==> config.mk <==
export PLATFORM = sky130hd
export DESIGN_NAME = dp_ram_streamer
export DESIGN_NICKNAME = d
export VERILOG_FILES = /design/src/rtl/dp_ram_streamer.sv
export SDC_FILE = /design/constraint.sdc
export NUM_CORES = 1
export LEC_CHECK = 0
export CAP_MARGIN = 15
export CORE_MARGIN = 2
export CORE_UTILIZATION = 46
export DETAILED_ROUTE_END_ITERATION = 6
export PLACE_DENSITY = 0.69
export SLEW_MARGIN = 10
export SYNTH_ARGS = -nofsm -noshare
export SYNTH_HDL_FRONTEND = slang
export SYNTH_SLANG_ARGS = --single-unit
==> constraint.sdc <==
create_clock -name clk -period 4.8 [get_ports clk]
set_clock_uncertainty 0.1 [all_clocks]
set_input_delay 0.48 -clock clk [delete_from_list [all_inputs] [get_ports clk]]
set_output_delay 0.48 -clock clk [all_outputs]
set_load 0.03 [all_outputs]
==> src/rtl/dp_ram_streamer.sv <==
// dp_ram_streamer: reads a block of bytes from the dual-port RAM, starting at
// a given address and wrapping modulo the RAM depth, and presents them as a
// valid/ready byte stream with a last-byte marker. A small output FIFO hides
// the RAM's one-cycle registered read latency.
module dp_ram_streamer #(
  parameter int ADDR_W = 6,
  parameter int DATA_W = 8,
  parameter int FIFO_D = 3
) (
  input  logic              clk,
  input  logic              rst,
  input  logic              start,
  input  logic [ADDR_W-1:0] start_addr,
  input  logic [ADDR_W:0]   length,
  output logic              busy,
  output logic              done,
  output logic              ram_en,
  output logic              ram_rd,
  output logic [ADDR_W-1:0] ram_rd_addr,
  input  logic [DATA_W-1:0] ram_rd_data,
  output logic              m_valid,
  input  logic              m_ready,
  output logic [DATA_W-1:0] m_data,
  output logic              m_last
);

  localparam int LW = ADDR_W + 1;
  localparam int CW = $clog2(FIFO_D + 1);
  localparam int PW = $clog2(FIFO_D);
  localparam int OW = CW + 2;
  localparam logic [LW-1:0] DEPTH = LW'(1 << ADDR_W);

  typedef enum logic [1:0] {IDLE, RUN, DONE} state_t;

  state_t state, state_nxt;

  logic [ADDR_W-1:0] addr;
  logic [LW-1:0]     len, issued, sent, len_c;
  logic              pend;
  logic [DATA_W-1:0] fifo_mem [FIFO_D];
  logic [PW-1:0]     wr_ptr, rd_ptr;
  logic [CW-1:0]     fifo_count;
  logic              push, pop, last_byte, issue_ok, launch;
  logic [OW-1:0]     occ;

  function automatic logic [PW-1:0] ptr_inc(input logic [PW-1:0] p);
    return (p == PW'(FIFO_D - 1)) ? '0 : p + 1'b1;
  endfunction

  // Command decode, handshake and read-issue throttling.
  // occ counts bytes in the FIFO, on the RAM output, and being read; a pop at
  // this edge frees a slot, which is what allows one byte per cycle at depth 3.
  always_comb begin
    len_c     = (length > DEPTH) ? DEPTH : length;
    launch    = (state == IDLE) && start && (len_c != '0);
    push      = pend;
    pop       = m_valid & m_ready;
    last_byte = (sent == len - 1'b1);
    occ       = OW'(fifo_count) + OW'(pend) + OW'(ram_rd);
    issue_ok  = (state == RUN) && (issued < len) &&
                (occ < (OW'(FIFO_D) + OW'(pop)));
  end

  // State register.
  always_ff @(posedge clk) begin
    if (rst) state <= IDLE;
    else     state <= state_nxt;
  end

  // Next-state logic.
  always_comb begin
    state_nxt = state;
    unique case (state)
      IDLE: if (start) state_nxt = (len_c == '0) ? DONE : RUN;
      RUN:  if (pop && last_byte) state_nxt = DONE;
      DONE: state_nxt = IDLE;
      default: state_nxt = IDLE;
    endcase
  end

  // Status and stream outputs.
  always_comb begin
    busy    = (state == RUN);
    done    = (state == DONE);
    ram_en  = busy | ram_rd;
    m_valid = (fifo_count != '0);
    m_data  = m_valid ? fifo_mem[rd_ptr] : '0;
    m_last  = m_valid & last_byte;
  end

  // Read issue, counters and FIFO pointers; the first read goes out on the
  // start edge itself so ram_rd is already high in the first busy cycle.
  always_ff @(posedge clk) begin
    if (rst) begin
      addr        <= '0;
      len         <= '0;
      issued      <= '0;
      sent        <= '0;
      ram_rd      <= 1'b0;
      ram_rd_addr <= '0;
      pend        <= 1'b0;
      wr_ptr      <= '0;
      rd_ptr      <= '0;
      fifo_count  <= '0;
    end else begin
      ram_rd <= 1'b0;
      if (launch) begin
        ram_rd      <= 1'b1;
        ram_rd_addr <= start_addr;
        addr        <= start_addr + 1'b1;
        len         <= len_c;
        issued      <= LW'(1);
        sent        <= '0;
      end else if (issue_ok) begin
        ram_rd      <= 1'b1;
        ram_rd_addr <= addr;
        addr        <= addr + 1'b1;
        issued      <= issued + 1'b1;
      end
      pend <= ram_rd;
      if (push) wr_ptr <= ptr_inc(wr_ptr);
      if (pop) begin
        rd_ptr <= ptr_inc(rd_ptr);
        sent   <= sent + 1'b1;
      end
      unique case ({push, pop})
        2'b10:   fifo_count <= fifo_count + 1'b1;
        2'b01:   fifo_count <= fifo_count - 1'b1;
        default: fifo_count <= fifo_count;
      endcase
    end
  end

  // FIFO storage; contents are don't-care while the count says empty.
  always_ff @(posedge clk) begin
    if (push) fifo_mem[wr_ptr] <= ram_rd_data;
  end

endmodule

# Yosys cells after proc, flatten, opt, wreduce, memory -nomap -nowiden
# Memory sizes are Yosys's and may differ from the RTL's. A register that Yosys moved wholly into a read port is not among the register bits.
# Index checks and enable logic that the tools add are counted.
# classes
eq_ne	9
muxes	23
magnitude_cmp	3
add_sub_neg	12
n_reduce_logical	14
n_bitwise	3
# op_table
op	n
$mux W6	4
$mux W7	3
$add A7 B1 Y7 const B	2
$mux W2	7
$add A6 B1 Y6 const B	2
$eq A2 B2 Y1 const B	4
$mux W8	1
$pmux W2 S2	2
$reduce_bool A2 Y1	4
$eq A7 B7 Y1	1
$gt A7 B7 Y1 const B	1
$logic_not A7 Y1	1
$lt A7 B7 Y1	1
$reduce_bool A7 Y1	1
$sub A7 B1 Y7 const B	1
$add A2 B1 Y2 const B	3
$mux W1	6
$logic_and A1 B1 Y1	5
$add A3 B1 Y4	1
$eq A2 B1 Y1 const B	2
$lt A4 B3 Y1	1
$add A2 B1 Y3	1
$add A2 B1 Y3 const A	1
$and A1 B1 Y1	2
other kinds (7)	7
# word_totals
memories	1
out_inout_bits	20
reg_bits	43
word_cells	77
ramBits	24
# memory_table
memory	words	word_bits	read_ports	rd_ports_with_merged_regs	wr	line	text
fifo_mem	3	8	1	1	1	40	logic [DATA_W-1:0] fifo_mem [FIFO_D];

# Depth between registers and ports, before layout
# logic_depth
ltp_word	7
ltp_mapped	11
ltp_nobuf	9

# Worst setup path after synthesis
# No wires, ideal clock.
# synth_path
path_type	reg2reg
from	register ram_rd
to	register issued[4]
n_path_buf	0
path_stages_with_launch	9
required_time_ns	4.629
setup_ns	0.071
synth_period_minus_slack_ns	2.722
arrival_ns	2.550
path_slack_ns	2.078
path_cell_list	dfxtp_1 > fa_1 > ha_1 > ha_1 > or3_1 > a211oi_2 > nand2_2 > or4_1 > a21oi_1
# synth_via
elab_chain_len	3
# synth_rtl
element	line	text
start: declaration	18	output logic ram_rd,
start signal: assignment	99	ram_rd <= 1'b0;
start signal: assignment	106	ram_rd <= 1'b0;
start signal: assignment	108	ram_rd <= 1'b1;
$add A3 B1 Y4	59	occ = OW'(fifo_count) + OW'(pend) + OW'(ram_rd);
$lt A4 B3 Y1	61	(occ < (OW'(FIFO_D) + OW'(pop)));
$logic_and A1 B1 Y1	60	issue_ok = (state == RUN) && (issued < len) &&
end signal: assignment	118	issued <= issued + 1'b1;
end: declaration	38	logic [LW-1:0] len, issued, sent, len_c;
# No other way between the ends.
# A chain may end at the register's enable or synchronous reset.

# Final worst setup path
# layout_path
from	register fifo_count[0]
to	register issued[6]
# layout_via
elab_chain_len	5
elab_cells_between_ends	7
# layout_rtl
element	line	text
start: declaration	42	logic [CW-1:0] fifo_count;
start signal: assignment	127	2'b10: fifo_count <= fifo_count + 1'b1;
start signal: assignment	128	2'b01: fifo_count <= fifo_count - 1'b1;
start signal: assignment	129	default: fifo_count <= fifo_count;
$reduce_bool A2 Y1	86	m_valid = (fifo_count != '0);
$and A1 B1 Y1	57	pop = m_valid & m_ready;
via pop	43	logic push, pop, last_byte, issue_ok, launch;
$add A2 B1 Y3	61	
$lt A4 B3 Y1	61	
$logic_and A1 B1 Y1	60	
# The timed path passes the listed nets, and every way through them passes these cells.

==> metrics.txt <==
drc violations 0; post-route design area 4130 sq um; Crit. End Element flop; Max FO, Critical Path 17; Yosys top cell area share roughly 27%; Worst-Margin Slew 814 ps; leakage between 1.5 and 2 nW; core area approximately 7100 sq um; Setup TNS Final 0 ps; H-tree levels 3; Crit path largest cell delay between 500 and 600 ps; Final Max Slew Viols 0; hold wc startpoint state[1]; reg-to-reg setup timing slack between 1000 and 1500 ps; global route overflow 0; clk buf depth 2; Vias per Instance approximately 5.4; IO buf count between 40 and 50; Post-synth top cells nor2_1 (55), dfxtp_1 (45), a21oi_1 (35), edfxtp_1 (24), nand2_1 (19); CP cell instances o21ai_2, clkinv_1, ha_1, o21ai_0, a21oi_1, a211oi_2, buf_4, nand2_2, or4_1, a21oi_1; Die Wd just under 90 um; Reg power frac between 40% and 50%; Initial Util 46.7%; final hold violations 0; share of layout cells above drive strength 1 under 10%; worst setup path startpoint fifo_count[0]; PwrDens between 300 and 400 nW/um^2; fin nets 435; clk root buf clkbuf_8; Synthesized Nets 393; clk_lat worst skew about 350 ps; Warnings, synthesis 0; Final GP Congestion between 0.8 and 0.9; Min-Delay Path Class flop to flop; CP Launch Type flop; gr usage total about a fifth; area leader, netlist dfxtp_1; cell mode on critical path a21oi_1; Post-Syn Area 3340 sq um; I/O pin count between 40 and 50; ANT cells 0; Max-Cap Viols 0; CTS Hold Buffers Added 0; vias around 2700; DRT iter0 DRCs ~120; Worst path depth 10; FP Rows 31; pin count of the biggest net entering global routing 36; number of setup buffers added after CTS 0; EDFF count, synth 24; clock network fraction of total power between 30% and 40%; Seq/Total Area, Yosys around 50%; Max Clk Rate around 0.28 GHz; Combinational Power Share about a fifth; crit share post-route roughly 73%; Post-Syn Area per Cell roughly 9.4 sq um; CP max stage cell o21ai_2; dominant synthesized flop cell dfxtp_1; RSZ-0062 raised after global routing false; first-pass GRT wire length between 10000 and 15000 um; initial antenna violation count 0; Post-synth ARST share 0%; CTS tree yes; WL per Instance 14.4 um; first-pass detailed-route iteration total 4; Worst Path Arrival between 3000 and 4000 ps; Final ANT Viol Nets 0; vias in the first global route about 2600; run status finished clean; worst reg-to-reg path cell count 10; Crit path buffers/inverters 2; Filler cells 642; Internal 0.00116 W; Tmin final ~3500 ps; Req. time, crit path around 5000 ps; Crit Reg-Reg Startpoint fifo_count[0]; TritonCTS Sinks 69; cell count after synthesis between 300 and 400; count leader, synth nor2_1; final wirelength a little over 7000 um; register bit total from synthesis 69; Non-Filler Instances 500; largest cells by area after synthesis dfxtp_1 (27%), edfxtp_1 (22%), nor2_1 (6.2%), a21oi_1 (5.3%), ha_1 (4.9%); Unique masters post-synth 47; CP Class flop to flop; CP delay by family, top compound AO/OA/AOI/OAI gates; CTS resizes 0; Placed Cells slightly below 500; Final HPWL DP 4910 um; switching power roughly 0.00044 W; Hold Path Depth 1; relative slew slack 45.5%; placed inst area between 3000 and 4000 sq um; total CTS buffers 9; Worst-path clk slew around 80 ps; Syn-to-layout area delta 23.9%; full die area a little under 8000 sq um; VDD IR max 0.196 mV; Die Ht 89.2 um; Final Setup Violations 0; switching share of power between 20% and 30%
[path summary, 6_finish.rpt]
kind	endpoint
setup / recovery	issued[6]
hold / removal	state[1]
setup reg to reg	issued[6]
hold reg to reg	state[1]
[power groups by stage]
stage / Clock, W / Sequential (W) / Combinational (W)
CTS: 0.000646 / 0.000664 / 0.000303
detailed placement: 0 / 0.000677 / 0.000301
finish: 0.000638 / 0.000664 / 0.000300
global placement: 0 / 0.000676 / 0.000295
global route: 0.000671 / 0.000669 / 0.000329
floorplan: 0 / 0.000673 / 0.000196
[routing by layer]
metal,vias up,track usage [%],part of all wire [%],wire [um]
li1,1350,-,-,-
met1,1249,23.8,47,3390
met2,71,32.9,46,3320
met3,15,3.51,4.3,308
met4,0,10.2,2.7,194
met5,-,0,0,0
[per-stage QoR]
| step | util (%) | setup slack, ps | hold WS [ps] | power (W) |
|---|---|---|---|---|
| CTS | 57.9 | 1250 | 374 | 0.00161 |
| finish | 57.9 | 1270 | 377 | 0.00160 |
| global placement | 54.1 | 1130 | 345 | 0.000971 |
| detailed placement | 54.1 | 1050 | 362 | 0.000978 |
| floorplan | - | 2080 | 326 | 0.000869 |
| global route | 57.9 | 926 | 406 | 0.00167 |
[worst reg2reg max path, cell delays in order, from the launching register on]
cell,delay [ps]
dfxtp_1,390
o21ai_2,590
clkinv_1,460
ha_1,390
o21ai_0,140
a21oi_1,70
a211oi_2,170
buf_4,210
nand2_2,230
or4_1,550
a21oi_1,150
[registers in the layout (all words and copies together), names as in the netlist, named ones only]
signal and cells:
ram_rd 1, issued 7, wr_ptr 2, rd_ptr 2, fifo_count 2, addr 6
len 7, state 2, sent 7, pend 1, fifo_mem 24, ram_rd_addr 6
[logic make-up (layout without fill, tap and decap cells)]
| group | count (synthesis) | after routing | synth area share [%] |
|---|---|---|---|
| buf+inv | 33 | 80 | 3.90 |
| fa+ha+maj | 14 | 14 | 5.48 |
| xor+xnor | 23 | 23 | 6.04 |
| compound gates | 68 | 68 | 12.7 |
| mux | 11 | 11 | 3.30 |
| flops | 69 | 69 | 48.6 |
| simple gates | 136 | 136 | 20.0 |
[cells in the final DEF (no fill, tap or decap), types with 2 or more instances in the layout]
cell             Yosys  routed
nor2_1              55      55
dfxtp_1             45      45
clkdlybuf4s50_1      0      44
a21oi_1             35      35
edfxtp_1            24      24
nand2_1             19      19
inv_1               14      14
nand3_1             13      13
ha_1                13      13
xor2_1              12      12
mux2i_1             11      11
xnor2_1             11      11
nand4_1             10      10
clkbuf_8             0       9
nor3b_1              8       8
nor3_1               7       7
a311oi_1             7       7
o21ai_0              6       6
and3_1               5       5
buf_4                1       5
a211oi_1             4       4
bufinv_16            0       4
nor2b_1              3       3
o31a_1               3       3
nand3b_1             3       3
nor4_1               2       2
a21o_1               2       2
or3_1                2       2
o22ai_1              2       2
o31ai_1              2       2
or4_1                2       2
clkinv_4             0       2
[area by class of cell]
class	instances	area, sq um	share of cell area [%]
clock buffers	9	124	3.00
well taps	99	124	3.00
repair buffers	49	478	11.6
multi-input cells	252	1580	38.3
flip-flops and latches	69	1620	39.2
inverters	15	56.3	1.36
clock inverters	7	146	3.54
No activity file was read; power rests on OpenSTA's default activity.
